File: src/rtl/pipe_stage_skid.sv
// Pipeline-stage register with a valid/ready handshake and a 2-entry skid buffer.
// in_ready comes straight from a flop, so back-pressure never forms a combinational
// path from out_ready to in_ready. A synchronous flush turns held beats into bubbles,
// and a saturating counter reports how many valid beats were discarded.
module pipe_stage_skid #(
    parameter int DATA_W     = 64,
    parameter int CTRL_W     = 16,
    parameter int CLEAR_DATA = 0,
    parameter int CNT_W      = 8
) (
    input  logic              clk,
    input  logic              rst_n,
    input  logic              flush,
    input  logic              in_valid,
    output logic              in_ready,
    input  logic [DATA_W-1:0] in_data,
    input  logic [CTRL_W-1:0] in_ctrl,
    output logic              out_valid,
    input  logic              out_ready,
    output logic [DATA_W-1:0] out_data,
    output logic [CTRL_W-1:0] out_ctrl,
    output logic [1:0]        occupancy,
    output logic [CNT_W-1:0]  drop_cnt
);

    // Main entry drives the outputs; skid entry catches the beat that arrives
    // while the consumer is stalled.
    logic              m_valid_q, m_valid_d;
    logic              s_valid_q, s_valid_d;
    logic [DATA_W-1:0] m_data_q,  m_data_d;
    logic [DATA_W-1:0] s_data_q,  s_data_d;
    logic [CTRL_W-1:0] m_ctrl_q,  m_ctrl_d;
    logic [CTRL_W-1:0] s_ctrl_q,  s_ctrl_d;
    logic [CNT_W-1:0]  drop_cnt_q, drop_cnt_d;

    logic              xfer_in;
    logic              xfer_out;
    logic [1:0]        drop_inc;

    // Counter add that sticks at all-ones instead of wrapping.
    function automatic logic [CNT_W-1:0] sat_add(input logic [CNT_W-1:0] cnt,
                                                 input logic [1:0]       inc);
        logic [CNT_W+1:0] sum;
        sum = {2'b00, cnt} + {{CNT_W{1'b0}}, inc};
        if (sum > {2'b00, {CNT_W{1'b1}}})
            return {CNT_W{1'b1}};
        else
            return sum[CNT_W-1:0];
    endfunction

    assign in_ready  = !s_valid_q;
    assign out_valid = m_valid_q;
    assign out_data  = m_data_q;
    assign out_ctrl  = m_ctrl_q;
    assign occupancy = {1'b0, m_valid_q} + {1'b0, s_valid_q};
    assign drop_cnt  = drop_cnt_q;

    assign xfer_in  = in_valid & in_ready;
    assign xfer_out = m_valid_q & out_ready;

    // Beats lost on a flush: an unreleased main beat, any skid beat, and the
    // beat that would have been accepted this cycle.
    assign drop_inc = {1'b0, m_valid_q & !xfer_out} + {1'b0, s_valid_q} + {1'b0, xfer_in};

    // Next-state selection: flush first, then the EMPTY/FULL/SKID handshake moves.
    always_comb begin
        m_valid_d  = m_valid_q;
        s_valid_d  = s_valid_q;
        m_data_d   = m_data_q;
        s_data_d   = s_data_q;
        m_ctrl_d   = m_ctrl_q;
        s_ctrl_d   = s_ctrl_q;
        drop_cnt_d = drop_cnt_q;

        if (flush) begin
            m_valid_d  = 1'b0;
            s_valid_d  = 1'b0;
            m_ctrl_d   = '0;
            s_ctrl_d   = '0;
            if (CLEAR_DATA != 0) begin
                m_data_d = '0;
                s_data_d = '0;
            end
            drop_cnt_d = sat_add(drop_cnt_q, drop_inc);
        end else if (!m_valid_q) begin
            // EMPTY: an accepted beat goes straight to the output entry.
            if (xfer_in) begin
                m_valid_d = 1'b1;
                m_data_d  = in_data;
                m_ctrl_d  = in_ctrl;
            end
        end else if (!s_valid_q) begin
            // FULL: pass through on release, park in skid on stall.
            if (xfer_in && xfer_out) begin
                m_data_d = in_data;
                m_ctrl_d = in_ctrl;
            end else if (xfer_in) begin
                s_valid_d = 1'b1;
                s_data_d  = in_data;
                s_ctrl_d  = in_ctrl;
            end else if (xfer_out) begin
                m_valid_d = 1'b0;
            end
        end else begin
            // SKID: input is closed; promote the skid beat once main drains.
            if (xfer_out) begin
                m_data_d  = s_data_q;
                m_ctrl_d  = s_ctrl_q;
                s_valid_d = 1'b0;
            end
        end
    end

    // State registers; reset clears every entry and the drop counter.
    always_ff @(posedge clk or negedge rst_n) begin
        if (!rst_n) begin
            m_valid_q  <= 1'b0;
            s_valid_q  <= 1'b0;
            m_data_q   <= '0;
            s_data_q   <= '0;
            m_ctrl_q   <= '0;
            s_ctrl_q   <= '0;
            drop_cnt_q <= '0;
        end else begin
            m_valid_q  <= m_valid_d;
            s_valid_q  <= s_valid_d;
            m_data_q   <= m_data_d;
            s_data_q   <= s_data_d;
            m_ctrl_q   <= m_ctrl_d;
            s_ctrl_q   <= s_ctrl_d;
            drop_cnt_q <= drop_cnt_d;
        end
    end

endmodule

File: config.mk
export PLATFORM = sky130hd
export DESIGN_NAME = pipe_stage_skid
export DESIGN_NICKNAME = d
export VERILOG_FILES = /design/src/rtl/pipe_stage_skid.sv
export SDC_FILE = /design/constraint.sdc
export NUM_CORES = 1
export LEC_CHECK = 0
export ABC_AREA = 1
export CORE_MARGIN = 5
export CORE_UTILIZATION = 54
export DETAILED_ROUTE_END_ITERATION = 8
export HOLD_SLACK_MARGIN = 0.1
export PLACE_DENSITY = 0.92
export SLEW_MARGIN = 10
export SYNTH_ARGS = -nofsm -noshare
export SYNTH_HDL_FRONTEND = slang
export SYNTH_SLANG_ARGS = --single-unit
File: constraint.sdc
create_clock -name clk -period 4 [get_ports clk]
set_clock_uncertainty 0.2 [all_clocks]
set_input_delay 0.4 -clock clk [delete_from_list [all_inputs] [get_ports clk]]
set_output_delay 0.4 -clock clk [all_outputs]
set_load 0.005 [all_outputs]
==> impl_metrics.csv <==
group,metric,value,unit
detailed_routing,routed_via_density,5.21,
logic_synthesis,synth_top_family_by_area,"simple AND/OR/NAND/NOR gates",
place,preCtsSetupSlack,0.976,ns
min_path,min_path_type,"flop to flop",
grt,grt_pass1_vias,6454,
detailed_routing,vias,6602,
timing,finalSetupViolations,0,
grt,grt_pass1_wl,30600,um
clock_tree,clk_latency,0.43,ns
grt,antenna_found_initial,0,
layout,diodes,0,
place,place.gp.congestion,0.787,
critical_path,r2r_start,"out_valid",
critical_path,worstSetupStartpointType,"flop",
timing,period_needed,2.66,ns
clock_tree,numCtsBuffers,17,
clock_tree,cts_tree,"yes",
layout,final_nets,1167,
logic_synthesis,synth_cells,925,
logic_synthesis,syn_area_per_cell,8.23,um2
place,numPortBuffers,176,
critical_path,cp.arrival,2.82,ns
min_path,whs_path_depth,2,
clock_tree,clkSlewWorstSetupHoldPaths,0.06,ns
floorplanning,pin_count,177,
critical_path,critPathKind,"flop to flop",
grt,grt_max_degree,93,
clock_tree,cts.repair.resized,0,
logic_synthesis,synth-adder-area-share,1.18,%
detailed_routing,drc,0,
critical_path,end_kind,"flop",
logic_synthesis,synth-xor-area-share,0,%
run,maxCapViolations,0,
detailed_routing,wl_per_cell,14.6,um
power_and_ir_drop,power.density,531,nW/um2
logic_synthesis,yosys_warnings,0,
critical_path,rrSetupSlack,1.34,ns
clock_tree,cts.sinks,170,
timing,drv_slew,0,
power_and_ir_drop,p_leak,5.07,nW
critical_path,crit_fanout,7,
critical_path,worstRegToRegCells,10,
timing,slew_headroom,44.0,%
detailed_routing,ant_nets,0,
clock_tree,htree_num_levels,4,
logic_synthesis,ys_seq_elements,170,
floorplanning,rows,43,
logic_synthesis,syn-cell-area,7610,um2
clock_tree,clock-root-buffer,"clkbuf_16",
floorplanning,dieWidth,129,um
clock_tree,clockBufferDepth,2,
logic_synthesis,synth-compound-area-share,14.7,%
grt,grt_overflow_total,0,
logic_synthesis,synth_simple_gate_area_share,19.4,%
outcome,outcome,"completed",
min_path,whs_endpoint,"out_ctrl[2]",
timing,worst_pin_slew,0.839,ns
logic_synthesis,synthMuxAreaShare,0,%
timing,worst_slack,1.34,ns
timing,max_freq,376,MHz
timing,finalHoldViolCount,0,
min_path,min_from,"out_ctrl[2]",
timing,fin_crit_sh,66.5,%
place,dpl.hpwl,12400,um
critical_path,rr_endpoint,"drop_cnt[2]",
logic_synthesis,ys_types,28,
grt,grt_usage,23.0,%
logic_synthesis,synth_sequential_area_ratio,55.9,%
detailed_routing,drt_pass1_iterations,5,
floorplanning,coreArea,13900,um2
layout,drive_above_1_share,4.69,%
critical_path,cp.required,4.16,ns
clock_tree,postCtsSetupBuffers,0,
timing,rsz0062_at_grt,"false",
floorplanning,fp.dieH,129,um
logic_synthesis,syn-num-nets,1016,
floorplanning,die_area,16600,um2
detailed_routing,initialDrtViolationCount,644,
layout,area_growth,31.6,%
detailed_routing,routed_wl,18500,um
power_and_ir_drop,vdd_drop_max,0.000278,V
floorplanning,initial_utilization,54.8,%
timing,finalSetupTns,0,ns
## flip-flops by register name, indices dropped and copies added (netlist names)
signal,count
out_valid,1
s_valid_q,1
s_data_q,64
out_data,64
out_ctrl,16
drop_cnt,8
s_ctrl_q,16
## metal layers
layer	part of all wire, %	vias up	global-route usage (%)
li1	-	3219	-
met1	43	3155	30.1
met2	50	194	37.7
met3	5.5	34	5.15
met4	2.1	0	8.96
met5	0	-	0
## critical path, stage by stage, from the launching register on
cell and delay [ns]:
dfrtp_1 0.52, nand2_1 0.17, fa_1 0.44, inv_1 0.07
ha_1 0.16, inv_1 0.05, fa_1 0.41, inv_1 0.13
nand2_1 0.08, or2_2 0.29, nand3_1 0.08
## cells by family (layout without fill, tap and decap cells)
logic type,Yosys count,after routing
AND/OR/NAND/NOR,375,375
AO/OA/AOI/OAI,222,222
flip-flops,170,170
buffers and inverters,152,315
adder cells (fa/ha/maj),6,6
## power by group
group | switching [W] | internal [W]
clock | 0.000650 | 0.00101
combinational | 0.000601 | 0.000699
sequential | 0.000235 | 0.00213
## worst max-delay path by stage
stage | from | endpoint | slack (ns) | depth (start not counted)
after floorplan | out_valid | drop_cnt[2] | 1.61 | 10
after global routing | out_valid | drop_cnt[7] | 1.11 | 10
after CTS | out_valid | drop_cnt[2] | 1.37 | 10
final | out_valid | drop_cnt[2] | 1.34 | 10
after global placement | out_ready | drop_cnt[2] | 1.06 | 12
after detailed placement | flush | out_ctrl[5] | 0.98 | 8
## cells in the final DEF, fill, tap and decap left out, drive strengths merged
master,Yosys,layout
nand3,22,22
nor2,123,123
inv,99,99
o31a,1,1
bufinv,0,2
clkinvlp,0,2
nand3b,1,1
o22ai,1,1
o21ai,136,136
clkinv,0,2
a21oi,82,82
buf,39,9
clkdlybuf4s50,0,175
fa,2,2
o21bai,1,1
dfrtp,170,170
clkbuf,14,25
ha,4,4
nand4,2,2
o21a,1,1
nand2,226,226
or2,1,1
dlygate4sd3,0,1
## cell type report
type | instances | area, um2
Inverter | 99 | 372
Clock buffer | 25 | 515
Tap cell | 180 | 225
Clock inverter | 6 | 85.1
Multi-Input combinational cell | 603 | 2710
Fill cell | 1023 | 3860
Sequential cell | 170 | 4250
Timing Repair Buffer | 185 | 1860
## what timing repair did
action / 4_1_cts / 5_1_grt
hold buffers: 1 / 0
hold endpoints to repair: 91 / 0
setup endpoints to repair: 0 / 0
## Yosys cell counts
cell type / instances / share of area [%]
dfrtp_1: 170 / 56
nor2_4: 1 / 0.15
nor2_2: 2 / 0.16
buf_6: 4 / 0.59
buf_4: 12 / 1.2
a21oi_1: 82 / 5.4
nand3_1: 21 / 1.4
nand3b_1: 1 / 0.099
inv_2: 2 / 0.099
nand2_4: 1 / 0.15
inv_1: 97 / 4.8
o21ai_1: 66 / 4.3
buf_1: 4 / 0.20
nand4_1: 2 / 0.16
clkbuf_1: 14 / 0.69
ha_1: 4 / 0.66
nand2_1: 222 / 11
fa_1: 2 / 0.53
o21bai_1: 1 / 0.099
o21a_1: 1 / 0.099
buf_2: 19 / 1.2
o22ai_1: 1 / 0.082
o21ai_0: 70 / 4.6
nand3_2: 1 / 0.13
nor2_1: 120 / 5.9
o31a_1: 1 / 0.12
or2_2: 1 / 0.082
nand2_2: 3 / 0.25
## per-stage QoR
step / cell area (um2) / total power, W / instances / hold WS [ns] / util (%)
2_1_floorplan: 7610 / 0.00293 / 925 / -0.0956 / -
3_3_place_gp: 9410 / 0.00362 / 1236 / 0.254 / 67.8
3_5_place_dp: 9410 / 0.00369 / 1236 / 0.258 / 67.8
4_1_cts: 10000 / 0.00536 / 1268 / 0.273 / 72.2
5_1_grt: 10000 / 0.00564 / 1268 / 0.291 / 72.2
6_report: 10000 / 0.00533 / 1268 / 0.270 / 72.2
Power figures use the tool's default switching activity.
==> variant 1, RTL diff (config.mk and constraints unchanged) <==
Set the parameter `CNT_W` to 6 (it was 8).
--- a/src/rtl/pipe_stage_skid.sv
+++ b/src/rtl/pipe_stage_skid.sv
@@ -6,7 +6,7 @@
     parameter int DATA_W     = 64,
     parameter int CTRL_W     = 16,
     parameter int CLEAR_DATA = 0,
-    parameter int CNT_W      = 8
+    parameter int CNT_W      = 6
 ) (
     input  logic              clk,
     input  logic              rst_n,
Interface: changed (resized drop_cnt); port bits go from 177 to 175. No check against the original RTL was run, so the function may have changed too.
==> variant 1 against the unedited design <==
  * Synthesized cell count up 8.0%
  * Routed wire length up 3.7%
  * Non-clock buffer count up 2
  * Sequential cell count down 2
  * Power up 5.7%
  * Critical endpoint is now drop_cnt[3]
  * Area after synthesis up 3.5%
  * Maximum frequency down 5.6%
  * Cell area up 1.6%
  * Worst setup slack worse by 160 ps
==> variant 1: results (changes against the unedited design) <==
* Maximum number of pins on one net before global-route repair at 117 (+26%)
* Synthesized area per cell at 7.885 sq um (-4.2%)
* Routed metal-1 wirelength at 8038 um (+1.8%)
* Internal power consumption at 0.003967 W (+3.3%)
* Clock tree sinks at 168 (-1.2%)
* Final estimated routing congestion in global placement at 0.8607 (+9.4%)
* Met3 GRT Util at 0.05528 (+0.003811)
* Share of total power in combinational logic at 0.287 (+0.043)
* Overall via count from detail_route at 6897 (+4.5%)
* Total leakage power at 5.237 nW (+3.3%)
* Uppermost signal routing layer after detailed routing: met5
* HPWL after DPL at 12760 um (+2.7%)
* Count of nets after finishing at 1234 (+5.7%)
* Fraction of the yosys area taken by sequential cells at 0.5337 (-0.02508)
* # clk buffers at 23 (-8.0%)
* Delay contributed by the slowest stage of the critical path at 540 ps (+20 ps)
* Share of the final layout cell area in multi-input gates at 0.2907 (+0.02018)
* Layout clock area frac at 0.05479 (-0.005149)
* Most frequent cells after synthesis: sky130_fd_sc_hd__nand2_1, sky130_fd_sc_hd__dfrtp_1, sky130_fd_sc_hd__nand3_1, sky130_fd_sc_hd__inv_1, sky130_fd_sc_hd__o21ai_0
* Iter 0 DRT Violations at 530 (-18%)
* VDD IR max at 0.3176 mV (+14%)
* Worst slew margin at 0.3105 (-0.1300)
* Result of the run: completed
* Detailed Route WL at 19190 um (+3.7%)
* Number of unique standard cell types used by synthesis at 26 (-7.1%)
* Post-detailed-route wirelength per cell at 14.32 um (-1.8%)
* Buffers, non-clock at 187 (+1.1%)
* Met1 GRT Util at 0.3041 (+0.002965)
## variant 1: cell types whose count changed after synthesis, sizes merged, moves of 6 or more
cell and change:
nand2 +157, a21oi -81, nand3 +79, nor2 -79
buf +11, o21ai -6
## variant 1: timing repair
action | CTS | global route
hold endpoints to repair | 88 | 0
hold buffers | 1 | 0
gates resized for setup | 0 | 0
## variant 1: kinds of logic (layout without fill, tap and decap cells)
kind of cell,count (synthesis),after routing,synth area share
compound gates,138,138,0.08974
fa+ha+maj,6,6,0.01144
buf+inv,159,316,0.09180
flops,168,168,0.5337
simple gates,528,528,0.2733
## variant 1: final timing paths
path                       slack [ps]        start           to  cells after the start
max in group asynchronous        2150        rst_n  s_data_q[3]                      3
max                              1180    s_valid_q  drop_cnt[3]                     11
max reg2reg                      1180    s_valid_q  drop_cnt[3]                     11
min reg2reg                       270  out_data[6]  out_data[6]                      2
min in group asynchronous         410        rst_n  drop_cnt[3]                      2
min                               270  out_data[6]  out_data[6]                      2
==> variant 2, RTL diff (same settings) <==
Made on the original files. Register the output `drop_cnt` once more, without a reset; this adds one clock of latency there. The other outputs are not delayed to match.
--- a/src/rtl/pipe_stage_skid.sv
+++ b/src/rtl/pipe_stage_skid.sv
@@ -53,7 +53,9 @@
     assign out_data  = m_data_q;
     assign out_ctrl  = m_ctrl_q;
     assign occupancy = {1'b0, m_valid_q} + {1'b0, s_valid_q};
-    assign drop_cnt  = drop_cnt_q;
+    always_ff @(posedge clk) begin
+        drop_cnt <= drop_cnt_q;
+    end
 
     assign xfer_in  = in_valid & in_ready;
     assign xfer_out = m_valid_q & out_ready;
Function: changed (a bounded check fails within 4 cycles, from zero or initial values and one cycle with rst_n low).
==> variant 2 against the unedited design <==
  * Sequential cell count grew 8
  * Routed wire length grew 1.8%
  * Cell area grew 2.4%
  * Power grew 5.3%
  * Count of clock-buffer cells in the layout shrank 6
  * Area after synthesis grew 3.2%
  * Global-route usage shrank 0.42 points
  * Synthesized cell count grew 0.86%
  * Worst hold slack lost 60 ps
  * Maximum frequency shrank 2.7%
  * Core utilization shrank 1.1 points
  * Worst setup slack lost 73 ps
  * Critical path type unchanged
  * Critical endpoint is now drop_cnt_q[2]
==> variant 2: results (changes against the unedited design) <==
* Total global routing track utilization at 0.2263 (-0.004168)
* Worst Reg-to-Reg Cells at 10 (unchanged)
* Worst flop-to-flop path endpoint: drop_cnt_q[2]
* Number of nets in the synthesized netlist at 1024 (+0.79%)
* Number of unique standard cell types used by synthesis at 30 (+7.1%)
* Final estimated routing congestion in global placement at 0.8106 (+3.0%)
* Result of the run: completed
* Source-to-sink clock delay at the later pin of the worst-skew pair at 420 ps
* Delay contributed by the slowest stage of the critical path at 520 ps (about the same)
* Via count normalized by instance count at 5.135 (-1.4%)
* Hold wc startpoint: drop_cnt_q[0]
* Fraction of the yosys area taken by sequential cells at 0.5618 (+0.003032)
* Maximum number of pins on one net before global-route repair at 96 (+3.2%)
* Post-detailed-route wirelength per cell at 14.71 um (+0.81%)
* Resized Gates After CTS at 0 (unchanged)
* Total leakage power at 5.150 nW (+1.6%)
* Global-route wire length before repair at 30620 um (about the same)
* Most frequent cells after synthesis: sky130_fd_sc_hd__nand2_1, sky130_fd_sc_hd__dfrtp_1, sky130_fd_sc_hd__nor2_1, sky130_fd_sc_hd__a21oi_1, sky130_fd_sc_hd__inv_1
* Proportion of layout cells with a drive suffix above 1 at 0.05383 (+0.006957)
* Top area cells in the synthesized netlist: sky130_fd_sc_hd__dfrtp_1, sky130_fd_sc_hd__nand2_1, sky130_fd_sc_hd__nor2_1, sky130_fd_sc_hd__a21oi_1, sky130_fd_sc_hd__inv_1
* WHS Endpoint: drop_cnt[0]
* Measured slew at the worst slew-check pin at 923.7 ps (+84.38 ps)
* Sw power at 0.001570 W (+5.6%)
* Number of buffers created by CTS at 17 (unchanged)
* Number of warnings printed during yosys synthesis at 0 (unchanged)
* Worst reg2reg startpoint: s_valid_q
* Cell type of the slowest stage on the worst timing path: sky130_fd_sc_hd__dfrtp_1
* Data arrival time at the worst-slack endpoint at 2890 ps (+70 ps)
* Antenna violations before repair at 1 (+1)
* HPWL after DPL at 12510 um (+0.68%)
* Worst-path fanout max at 6 (-1)
* Top delay family on crit path: adder cells
* Setup bufs post-CTS at 0 (unchanged)
* Placement Setup Slack at 943.5 ps (-32.08 ps)
* R2R setup slack at 1270 ps (-70 ps)
* Count of nets after finishing at 1174 (+0.60%)
* Number of buffers added to fix hold violations after cts at 1 (unchanged)
* Iter 0 DRT Violations at 497 (-23%)
* Number of stages on the worst hold path at 0 (-2)
* Final cycle utilization of the critical path at 0.6828 (+0.01823)
* VDD IR max at 0.3066 mV (+10%)
* Proportion of register bits with asynchronous set or reset after synthesis at 0.9551 (-0.04494)
* H-tree depth at 4 (unchanged)
* Vias in the first global route at 6410 (-0.68%)
-- variant 2: how the worst max path moves through the flow --
stage / end / cells after the start
final: drop_cnt_q[2] / 10
after global routing: drop_cnt_q[2] / 10
after CTS: drop_cnt_q[2] / 10
after detailed placement: drop_cnt_q[2] / 12
after global placement: s_data_q[34] / 6
after floorplan: drop_cnt_q[2] / 10
-- variant 2: layout make-up --
type                    count  area, sq um
fillers                  1072         4165
multi-input cells         603         2738
clock inverters            13        198.9
diodes                      1        2.502
clock buffers              19        452.9
flip-flops and latches    178         4414
inverters                  99        371.6
repair buffers            184         1851
well taps                 184        230.2
-- variant 2: stage by stage --
step           cell area [sq um]    util  std cells  hold slack (ps)
6_report                   10260  0.7112       1281            210.2
5_1_grt                    10260  0.7112       1281            230.8
2_1_floorplan               7858       -        933           -95.59
4_1_cts                    10260  0.7111       1280            207.9
3_5_place_dp                9594  0.6652       1247            190.8
3_3_place_gp                9594  0.6652       1247            191.4
-- variant 2: cell families after synthesis --
logic type / Yosys count / share of synthesized area
simple gates: 375 / 0.1889
compound gates: 222 / 0.1455
flops: 178 / 0.5618
buf+inv: 152 / 0.09236
fa+ha+maj: 6 / 0.01147
-- variant 2: power groups by stage --
stage          Combinational (W)  Clock, W  Sequential [W]
6_report                 0.00132   0.00181         0.00247
2_1_floorplan           0.000604         0         0.00247
5_1_grt                  0.00149   0.00192         0.00252
3_3_place_gp             0.00127         0         0.00248
3_5_place_dp             0.00133         0         0.00250
4_1_cts                  0.00134   0.00184         0.00247
-- variant 2: per-layer routing --
layer / part of all wire / GRT usage / vias up
met5: 0 / 0 / -
met4: 0.041 / 0.1143 / 0
met3: 0.064 / 0.05854 / 47
met2: 0.48 / 0.3600 / 222
met1: 0.42 / 0.2880 / 3065
li1: - / - / 3244
